### src/rtl/bnn_feature_loader.sv
// Streams FEAT_BITS words onto a wide feature bus, waits a fixed latency, then returns the prediction.
// Optional completed-inference counter is enabled with `define BNN_LOADER_CNT_EN.
module bnn_feature_loader #(
  parameter int FEAT_CNT     = 128,
  parameter int FEAT_BITS    = 4,
  parameter int CLASS_CNT    = 6,
  parameter int INFER_CYCLES = 48,
  localparam int PRED_W      = (CLASS_CNT > 1) ? $clog2(CLASS_CNT) : 1
) (
  input  logic                          clk,
  input  logic                          rst,
  input  logic                          in_valid,
  output logic                          in_ready,
  input  logic [FEAT_BITS-1:0]          in_data,
  output logic [FEAT_CNT*FEAT_BITS-1:0] features,
  input  logic [PRED_W-1:0]             prediction,
  output logic                          res_valid,
  input  logic                          res_ready,
  output logic [PRED_W-1:0]             res_data,
  output logic                          busy,
  output logic [15:0]                   infer_cnt
);

  localparam int IDX_W = (FEAT_CNT > 1) ? $clog2(FEAT_CNT) : 1;
  localparam int CNT_W = $clog2(INFER_CYCLES + 1);

  typedef enum logic [1:0] {ST_LOAD, ST_WAIT, ST_OUT} state_t;

  state_t                        state_q, state_d;
  logic [IDX_W-1:0]              idx_q, idx_d;
  logic [CNT_W-1:0]              cnt_q, cnt_d;
  logic [FEAT_CNT*FEAT_BITS-1:0] features_q, features_d;
  logic                          in_ready_q, in_ready_d;
  logic                          res_valid_q, res_valid_d;
  logic [PRED_W-1:0]             res_data_q, res_data_d;
  logic                          beat;
  logic                          result_hs;

  assign beat      = in_valid && in_ready_q;
  assign result_hs = (state_q == ST_OUT) && res_valid_q && res_ready;

  always_comb begin
    state_d     = state_q;
    idx_d       = idx_q;
    cnt_d       = cnt_q;
    features_d  = features_q;
    in_ready_d  = in_ready_q;
    res_valid_d = res_valid_q;
    res_data_d  = res_data_q;
    case (state_q)
      ST_LOAD: begin
        in_ready_d = 1'b1;
        if (beat) begin
          features_d[int'(idx_q)*FEAT_BITS +: FEAT_BITS] = in_data;
          if (idx_q == IDX_W'(FEAT_CNT - 1)) begin
            idx_d      = '0;
            cnt_d      = CNT_W'(INFER_CYCLES);
            in_ready_d = 1'b0;
            state_d    = ST_WAIT;
          end else begin
            idx_d = idx_q + IDX_W'(1);
          end
        end
      end
      // Capture happens one edge after the counter has drained, giving INFER_CYCLES+1 edges total.
      ST_WAIT: begin
        in_ready_d = 1'b0;
        if (cnt_q == '0) begin
          res_data_d  = prediction;
          res_valid_d = 1'b1;
          state_d     = ST_OUT;
        end else begin
          cnt_d = cnt_q - CNT_W'(1);
        end
      end
      ST_OUT: begin
        in_ready_d = 1'b0;
        if (result_hs) begin
          res_valid_d = 1'b0;
          state_d     = ST_LOAD;
        end
      end
      default: state_d = ST_LOAD;
    endcase
  end

`ifdef BNN_LOADER_CNT_EN
  logic [15:0] infer_cnt_q, infer_cnt_d;

  always_comb begin
    infer_cnt_d = infer_cnt_q;
    if (result_hs) infer_cnt_d = infer_cnt_q + 16'd1;
  end

  always_ff @(posedge clk or negedge rst) begin
    if (!rst) infer_cnt_q <= 16'h0000;
    else      infer_cnt_q <= infer_cnt_d;
  end

  assign infer_cnt = infer_cnt_q;
`else
  assign infer_cnt = 16'h0000;
`endif

  always_ff @(posedge clk or negedge rst) begin
    if (!rst) begin
      state_q     <= ST_LOAD;
      idx_q       <= '0;
      cnt_q       <= '0;
      features_q  <= '0;
      in_ready_q  <= 1'b0;
      res_valid_q <= 1'b0;
      res_data_q  <= '0;
    end else begin
      state_q     <= state_d;
      idx_q       <= idx_d;
      cnt_q       <= cnt_d;
      features_q  <= features_d;
      in_ready_q  <= in_ready_d;
      res_valid_q <= res_valid_d;
      res_data_q  <= res_data_d;
    end
  end

  assign features  = features_q;
  assign in_ready  = in_ready_q;
  assign res_valid = res_valid_q;
  assign res_data  = res_data_q;
  assign busy      = (state_q != ST_LOAD);

endmodule

### config.mk
export PLATFORM = sky130hd
export DESIGN_NAME = bnn_feature_loader
export DESIGN_NICKNAME = d
export VERILOG_FILES = /design/src/rtl/bnn_feature_loader.sv
export SDC_FILE = /design/constraint.sdc
export NUM_CORES = 1
export LEC_CHECK = 0
export ABC_AREA = 1
export BUFFER_PORTS_ARGS = -buffer_cell sky130_fd_sc_hd__buf_4
export CORE_AREA = 4 4 212 214
export DETAILED_ROUTE_END_ITERATION = 6
export DIE_AREA = 0 0 216 218
export GPL_TIMING_DRIVEN = 0
export PLACE_DENSITY_LB_ADDON = 0.1
export SETUP_SLACK_MARGIN = 0.4
export SLEW_MARGIN = 10
export SYNTH_ARGS = -nofsm -noshare
export SYNTH_HDL_FRONTEND = slang
export SYNTH_SLANG_ARGS = --single-unit
### constraint.sdc
create_clock -name clk -period 7.4 [get_ports clk]
set_input_delay 1.48 -clock clk [delete_from_list [all_inputs] [get_ports clk]]
set_output_delay 1.48 -clock clk [all_outputs]
set_load 0.05 [all_outputs]
# --- Word-level counts from Yosys, hierarchy flattened ---
# Cells that the tools add are included.
classes:
  add_sub_neg: 3
  eq_ne: 8
  shift: 2
  muxes: 17
  n_reduce_logical: 15
op_table:
  columns: ["operator", "n"]
  rows:
  - ["$bwmux W512", 1]
  - ["$shift A4 B33 Y512 const A", 1]
  - ["$shiftx A4 B33 Y512", 1]
  - ["$neg A9 Y33", 1]
  - ["$mux W6", 3]
  - ["$pmux W6 S2", 1]
  - ["$ne A2 B2 Y1 const B", 5]
  - ["$mux W2", 4]
  - ["$reduce_and A4 Y1", 2]
  - ["$reduce_bool A2 Y1", 4]
  - ["$add A7 B1 Y7 const B", 1]
  - ["$eq A7 B7 Y1 const B", 1]
  - ["$mux W7", 1]
  - ["$logic_not A6 Y1", 1]
  - ["$pmux W2 S3", 1]
  - ["$sub A6 B1 Y6 const B", 1]
  - ["$mux W1", 4]
  - ["$pmux W1 S2", 2]
  - ["$reduce_and A2 Y1", 2]
  - ["$logic_and A1 B1 Y1", 3]
  - ["$reduce_and A3 Y1", 1]
  - ["$eq A2 B1 Y1 const B", 1]
  - ["$eq A2 B2 Y1 const B", 1]
  - ["$logic_not A2 Y1", 1]
  - ["$reduce_or A2 Y1", 1]
totals:
  ff_bits: 532
  inputBits: 11
  output_inout_bits: 534
  wordCells: 52

# --- Longest topological paths before layout ---
# Gate-level depths: netlist of run 1.
logic_depth:
  word_depth: 5
  depth_mapped: 15
  depth_no_buf: 15

# --- Worst setup path before layout of run 1 ---
# Ideal clock, no wire load.
synth_path:
  path_kind: "input-to-reg"
  from: "input in_valid"
  to: "register features_q[356] (netlist: features[356])"
  setup_ps: 67
  t_arrival_ps: 2685
  t_required_ps: 7333
  setup_slack_ps: 4648
  cell_stages: 8
  n_path_buf: 2
  path_cell_list: "nand2_1 > nor2_1 > nand3_1 > clkinv_1 > clkbuf_1 > clkbuf_1 > nand4_1 > nand2_1"
synth_via:
  elab_chain_cells: 2
synth_rtl:
  columns: ["item", "line_no", "rtl"]
  rows:
  - ["from (decl)", "12", "input logic in_valid,"]
  - ["$logic_and A1 B1 Y1", "39", "assign beat = in_valid && in_ready_q;"]
  - ["$reduce_and A2 Y1 (no line)", null, null]
  - ["to (signal assigned)", "118", "features_q <= features_d;"]
  - ["to (decl)", "32", "logic [FEAT_CNT*FEAT_BITS-1:0] features_q, features_d;"]
# Every way passes these cells.
# A chain may end at the register's enable or synchronous reset.

# --- Worst setup path after layout of run 1 ---
layout_path:
  from: "register idx_q[0]"
  to: "register features_q[292] (netlist: features[292])"
layout_via:
  elab_chain_cells: 3
  word_cells_on_any_way: 4
  cone_classes: "1 x add/sub; 2 x shift; 1 x mux"
layout_rtl:
  columns: ["item", "line_no", "rtl"]
  rows:
  - ["from (decl)", "30", "logic [IDX_W-1:0] idx_q, idx_d;"]
  - ["from (signal assigned)", "116", "idx_q <= idx_d;"]
  - ["$neg A9 Y33 *", "54", "features_d[int'(idx_q)*FEAT_BITS +: FEAT_BITS] = in_data;"]
  - ["$shiftx A4 B33 Y512 / $shift A4 B33 Y512 (equally long branches)", "54", null]
  - ["$bwmux W512 *", "54", null]
# Every way passes the cells marked *; elsewhere a longest branch is shown, timed or not.

==> impl_metrics.toml, run 1 <==
[status]
status = "complete, no violations"

[clock_network]
cts_sinks = 532
insertion_delay_ps = 620
number_of_resized_instances_in_the_post_cts_repair_step = 0
cts-hold-fix-buffers = 0
cts.root.buffer_cell = "clkbuf_16"
clk_transition_reported_paths_ps = 60
cts_tree = "yes"
ctsLongestPathBuffers = 3
cts_buffers = 54
htree_levels = 2
post_cts.repair.setup_buffers = 0

[power]
power.leakage_uw = 0.0158
vdd_ir_drop_max_v = 0.000245
power.density_nw_per_um2 = 306

[finish]
finish.instance_area_um2 = 30300
layout-drive-gt1-share = 0.213
num-nets-final = 3463
area_delta_synth_final_pct = 28.4
diodes = 0
mostFrequentLayoutCells = "1047 x nand2_1, 555 x buf_4, 532 x dfrtp_1"
most_common_library_cell_in_the_layout_ignoring_fill_and_taps = "nand2_1"
filler_cell_count = 3377

[worst_setup_path]
worst_r2r_path_depth = 13
worst_ep_arrival_time_ps = 4770
cp_data_required_time_ps = 7940
r2r_end = "features[292]"
worst-r2r-setup-slack_ps = 3170
longest_individual_stage_delay_on_the_worst_path_ps = 880
family_with_the_most_delay_on_the_worst_path = "buffers and inverters"
crit_path_frequent_cell = "clkbuf_1"
setup.worst_path.end_class = "flop"
critPathMaxFanout = 10
combined_buffer_and_inverter_count_along_the_critical_path = 6
startpoint_type = "flop"
setup.worst_path.class = "flop to flop"
timing.critical_path.slowest_stage_cell = "clkbuf_1"
cp_cell_sequence = "inv_2, ha_1, nand3_2, nor2_1, ha_1, clkbuf_1, inv_1, nand3_1, clkinv_1, clkbuf_1, clkbuf_1, nand4_1, nand2_1"
timing.rr.start = "idx_q[0]"

[route]
firstDrtPassIters = 6
drtIter0Drc = 2833
vias = 23757
drt-total-wl_um = 93400
drc_errors = 0
detail_route_antenna_nets = 0
post_drt_via_cell_ratio = 5.83
routed_wire_length_per_instance_um = 22.9

[grt]
grt_pass1_wl_um = 138000
grt_antenna_before_repair = 0
grt.total_usage = 0.385
grt_start_max_net_pins = 116
grt_pass1_vias = 22821
grt_remaining_overflow = 0

[placement]
gp_routability_congestion = 1.01
placement.cell_area_um2 = 28500
place.port_buffers = 528
dp_slack_ps = 3450
detailedPlacementHpwl_um = 70600

[timing]
final.period_utilization = 0.572
post-route-min-period_ps = 4230
worstMarginPinSlew_ps = 1170
timing.final.max_slew_violations = 0
worst_slew_margin_rel = 0.220
layout_setup_ws_ps = 3170
setup_viol = 0
totalNegativeSetupSlack_ps = 0
finalClockSkew_ps = 29.2
grt_setup_unrepaired = "false"
hold_viol_final = 0
max_clock_freq_mhz = 236

[flow_run]
cap_viol_max_count = 0

[floorplanning]
die-height_um = 218
full_die_area_um2 = 47100
core-area_um2 = 42900
boundaryPins = 545
die_x_um = 216
floorplan.initialDensity = 0.551
core.rowCount = 76

[synth]
synth_sequential_area_ratio = 0.564
yosys.cell_types.count = 35
syn-mean-instance-area_um2 = 8.31
ys_seq_elements = 532
syn_area_um2 = 23600
syn_inst = 2841
synthesis.yosys.warnings = 0

[hold_path]
hold_end = "features[325]"
hp-start = "features[325]"
kind_of_path_behind_the_tightest_hold_check = "flop to flop"
worst_hold_path.num_cells = 2
==> synth_stat cells <==
| cell | instances | share of area |
|---|---|---|
| mux2_2 | 3 | 0.0014 |
| o31ai_1 | 1 | 0.00032 |
| nor4_1 | 4 | 0.0011 |
| inv_2 | 11 | 0.0017 |
| o21ai_0 | 243 | 0.051 |
| nor2_1 | 246 | 0.039 |
| nor3_2 | 2 | 0.00085 |
| clkinv_1 | 1 | 0.00016 |
| nor2_4 | 10 | 0.0048 |
| o21ai_1 | 15 | 0.0032 |
| clkbuf_1 | 76 | 0.012 |
| ha_1 | 8 | 0.0042 |
| nor2_2 | 23 | 0.0061 |
| dfrtp_1 | 532 | 0.56 |
| buf_2 | 31 | 0.0066 |
| nand4_1 | 237 | 0.063 |
| buf_1 | 17 | 0.0027 |
| a21oi_1 | 12 | 0.0025 |
| conb_1 | 1 | 0.00016 |
| nand4_4 | 1 | 0.00090 |
| xor2_2 | 2 | 0.0014 |
| nand3b_1 | 1 | 0.00032 |
| nand2_4 | 1 | 0.00048 |
| nor2_8 | 1 | 0.00085 |
| o22ai_1 | 1 | 0.00027 |
| nand2_1 | 1047 | 0.17 |
| a22o_1 | 1 | 0.00037 |
| nor3_1 | 10 | 0.0021 |
| xor2_1 | 1 | 0.00037 |
| nand3_2 | 1 | 0.00042 |
| buf_4 | 28 | 0.0089 |
| nand3_1 | 147 | 0.031 |
| nand3_4 | 1 | 0.00074 |
| nand2_2 | 6 | 0.0016 |
| inv_1 | 119 | 0.019 |
==> worst min-delay path, cell delays in order, from the launching register on <==
cell and delay (ps):
dfrtp_1 350, nand2_1 50, nand2_1 50
==> logic make-up (layout without fill, tap and decap cells) <==
kind of cell / after synthesis / after routing / share of synthesized area
xor gates and xnor gates: 3 / 3 / 0.00175
muxes: 3 / 3 / 0.00143
DFF: 532 / 532 / 0.564
adders and majority gates: 8 / 8 / 0.00424
buffers and inverters: 283 / 916 / 0.0511
AOI/OAI and AO/OA: 273 / 273 / 0.0582
other: 1 / 16 / 0.000159
and+or+nand+nor: 1738 / 1738 / 0.320
==> power breakdown <==
part | internal [µW] | switching, µW
clock | 1660 | 1180
sequential | 3030 | 106
combinational | 592 | 2710
==> layer usage <==
layer,wire length (µm),part of all wire,track usage,vias up
met5,0,0,0,-
met4,4680,0.050,0.167,0
met2,41400,0.44,0.589,1492
met1,36200,0.39,0.513,11473
met3,11000,0.12,0.119,272
li1,-,-,-,10520
==> metrics by stage <==
| step | utilization | cells | hold slack (ps) | total power, µW |
|---|---|---|---|---|
| final | 0.707 | 4074 | 476 | 9280 |
| after global routing | 0.707 | 4074 | 500 | 9570 |
| after CTS | 0.707 | 4074 | 478 | 9150 |
| after detailed placement | 0.664 | 3973 | 462 | 6340 |
| after global placement | 0.662 | 3969 | 459 | 6280 |
| after floorplan | - | 2856 | 452 | 5130 |
==> final cells by class <==
cell class	instances	area, µm²	share of cell area
well taps	585	732	0.0241
plain buffers	152	714	0.0236
clock inverters	23	262	0.00862
clock buffers	78	1580	0.0521
flip-flops and latches	532	13300	0.439
inverters	131	492	0.0162
repair buffers	532	4080	0.135
multi-input cells	2041	9160	0.302
==> sequential cells by signal, indices dropped and copies added, names as in the netlist <==
signal,cells
in_ready,1
idx_q,7
features,512
cnt_q,6
res_data,3
state_q,2
res_valid,1
==> worst max path at each step <==
stage,start,to,slack (ps),cells after the start
floorplan,in_valid,features[356],4650,8
global placement,rst,features[244],-510,1
detailed placement,idx_q[0],features[292],3450,13
CTS,idx_q[0],features[292],3410,13
global route,idx_q[0],features[292],3050,13
finish,idx_q[0],features[292],3170,13
No activity file was read; power rests on OpenSTA's default activity.
==> inputs of run 2 (changes only) <==
--- a/config.mk
+++ b/config.mk
@@ -7,9 +7,9 @@
 export LEC_CHECK = 0
 export ABC_AREA = 1
 export BUFFER_PORTS_ARGS = -buffer_cell sky130_fd_sc_hd__buf_4
-export CORE_AREA = 4 4 212 214
+export CORE_MARGIN = 4
+export CORE_UTILIZATION = 49
 export DETAILED_ROUTE_END_ITERATION = 6
-export DIE_AREA = 0 0 216 218
 export GPL_TIMING_DRIVEN = 0
 export PLACE_DENSITY_LB_ADDON = 0.1
 export SETUP_SLACK_MARGIN = 0.4
==> constraint.sdc (replaced) <==
create_clock -name clk -period 3.8 [get_ports clk]
set_input_delay 0.76 -clock clk [delete_from_list [all_inputs] [get_ports clk]]
set_output_delay 0.76 -clock clk [all_outputs]
set_load 0.05 [all_outputs]
==> run 2 against run 1 <==
Clock power rose by 96%. First-iteration DRC count rose by 3.2%. Combinational power rose by 96%. Sequential power rose by 94%. Final area rose by 0.40%. Flip-flop and latch count did not move. Critical path type unchanged. Largest cell class unchanged.
==> impl_metrics.toml, run 2 (synthesis gave the netlist of run 1 again) <==
[status]
status = "complete, no violations"

[grt]
gr-usage-met2 = 0.537
grt.total_usage = 0.352
grt_start_max_net_pins = 115
busiest_layer = "met2"
gr-usage-met3 = 0.102
grt_pass1_wl_um = 138000
grt.met1_usage = 0.489
grt_antenna_before_repair = 2
grt_remaining_overflow = 0
grt_pass1_vias = 22087

[finish]
filler_cell_count = 4137
number_of_flip_flops_in_the_largest_register = 512
layout-drive-gt1-share = 0.219
num-nets-final = 3464
mostFrequentLayoutCells = "1046 x nand2_1, 558 x buf_4, 532 x dfrtp_1"
diodes = 0
most_common_library_cell_in_the_layout_ignoring_fill_and_taps = "nand2_1"
area_delta_synth_final_pct = 28.9

[route]
drtIter0Drc = 2925
drc_errors = 0
post_drt_via_cell_ratio = 5.75
detail_route_antenna_nets = 0
vias = 23577
routed_wire_length_per_instance_um = 23.0
firstDrtPassIters = 6
drt-total-wl_um = 94500

[clock_network]
cts_sinks = 532
post_cts.repair.setup_buffers = 0
cts.root.buffer_cell = "clkbuf_16"
cts_tree = "yes"
cts_buffers = 55
insertion_delay_ps = 620
ctsLongestPathBuffers = 3
clk_transition_reported_paths_ps = 60
cts-hold-fix-buffers = 0
htree_levels = 2

[hold_path]
kind_of_path_behind_the_tightest_hold_check = "input port to asynchronous set/reset pin"

[placement]
gp_routability_congestion = 0.992
place.port_buffers = 528
dp_slack_ps = -92.4
detailedPlacementHpwl_um = 72100

[worst_setup_path]
timing.critical_path.slowest_stage_cell = "clkbuf_1"
critPathMaxFanout = 10
setup.worst_path.end_class = "flop"
worst_ep_arrival_time_ps = 3790
longest_individual_stage_delay_on_the_worst_path_ps = 750
startpoint_type = "flop"
cp_data_required_time_ps = 4300
setup.worst_path.class = "flop to flop"
cp_cell_sequence = "inv_2, ha_1, nand3_2, xor2_2, inv_2, buf_2, clkbuf_1, nand4_1, nand2_1, nand2_1"

[timing]
grt_setup_unrepaired = "true"
post-route-min-period_ps = 3290
finalClockSkew_ps = 15.1
setup_viol = 0
timing.final.max_slew_violations = 0
final.period_utilization = 0.866
worstMarginPinSlew_ps = 1160
max_clock_freq_mhz = 304
layout_setup_ws_ps = 509
totalNegativeSetupSlack_ps = 0
hold_viol_final = 0
fin_hold_ws_ps = 199
worst_slew_margin_rel = 0.226

[power]
totalPowerFinal_uw = 18200
power.leakage_uw = 0.0159
p_sw_frac = 0.429
power_frac_comb = 0.358
vdd_ir_drop_max_v = 0.000428
p_sw_uw = 7810
power_report.internal_total_uw = 10400
share_clk_of_total_power = 0.306
pwr-share-seq = 0.336
power.density_nw_per_um2 = 597

[floorplanning]
die_x_um = 228
die-height_um = 228
boundaryPins = 545
core-area_um2 = 47600
core.rowCount = 80
floorplan.initialDensity = 0.496
full_die_area_um2 = 51800

[flow_run]
cap_viol_max_count = 0
[run 2: cell count changes in the layout (fill, tap and decap cells not counted), moves of 3 or more]
cell,previous run,this run
clkbuf_16,54,57
clkbuf_1,86,71
clkinv_2,14,8
clkbuf_8,14,11
buf_4,555,558
nor2_2,23,30
clkbuf_2,0,14
nor2_1,246,238
[run 2: path summary, 6_finish.rpt]
check | slack (ps) | from | cells past startpoint | end
min reg2reg | 470 | features[318] | 2 | features[318]
max | 510 | idx_q[0] | 10 | features[77]
max reg2reg | 510 | idx_q[0] | 10 | features[77]
min | 200 | rst | 1 | features[19]
min in group clk | 390 | prediction[0] | 2 | res_data[0]
max in group asynchronous | 1980 | rst | 3 | features[500]
[run 2: critical path: cells and delay by family, from the launching register on]
family	cells	cell delay, ps
fa+ha+maj	1	290
flops	1	420
simple gates	4	790
xor+xnor	1	210
buf+inv	4	1460
[run 2: layout make-up]
class,instances,area [µm²],area share
Clock buffer,83,1630,0.0537
Sequential cell,532,13300,0.437
Timing Repair Buffer,532,4080,0.134
Buffer,152,762,0.0250
Multi-Input combinational cell,2041,9200,0.302
Tap cell,615,769,0.0253
Clock inverter,15,206,0.00678
Inverter,131,492,0.0161
[run 2: what timing repair did]
| action | in CTS | in global routing |
|---|---|---|
| gates resized for setup | 13 | 40 |
| hold endpoints to repair | 0 | 0 |
| endpoints found under the setup margin | 236 | 253 |
[run 2: power groups by stage]
stage / sequential, µW / clock (µW) / combinational (µW)
floorplan: 6740 / 0 / 3240
global placement: 6190 / 0 / 6130
detailed placement: 6200 / 0 / 6240
CTS: 6100 / 5600 / 6270
global route: 6130 / 5840 / 6830
finish: 6100 / 5570 / 6500
[run 2: stage by stage]
step           cell area (µm²)  std cells  utilization
2_1_floorplan            23700       2856            -
3_3_place_gp             28400       3999        0.596
3_5_place_dp             28500       4003        0.599
4_1_cts                  30400       4101        0.638
5_1_grt                  30500       4101        0.639
6_report                 30500       4101        0.639
[run 2: metal layers]
layer,share of wire,wire (µm),vias to the layer above
li1,-,-,10514
met1,0.40,37700,11424
met2,0.45,42200,1403
met3,0.12,10900,232
met4,0.038,3580,4
met5,0.00024,23,-
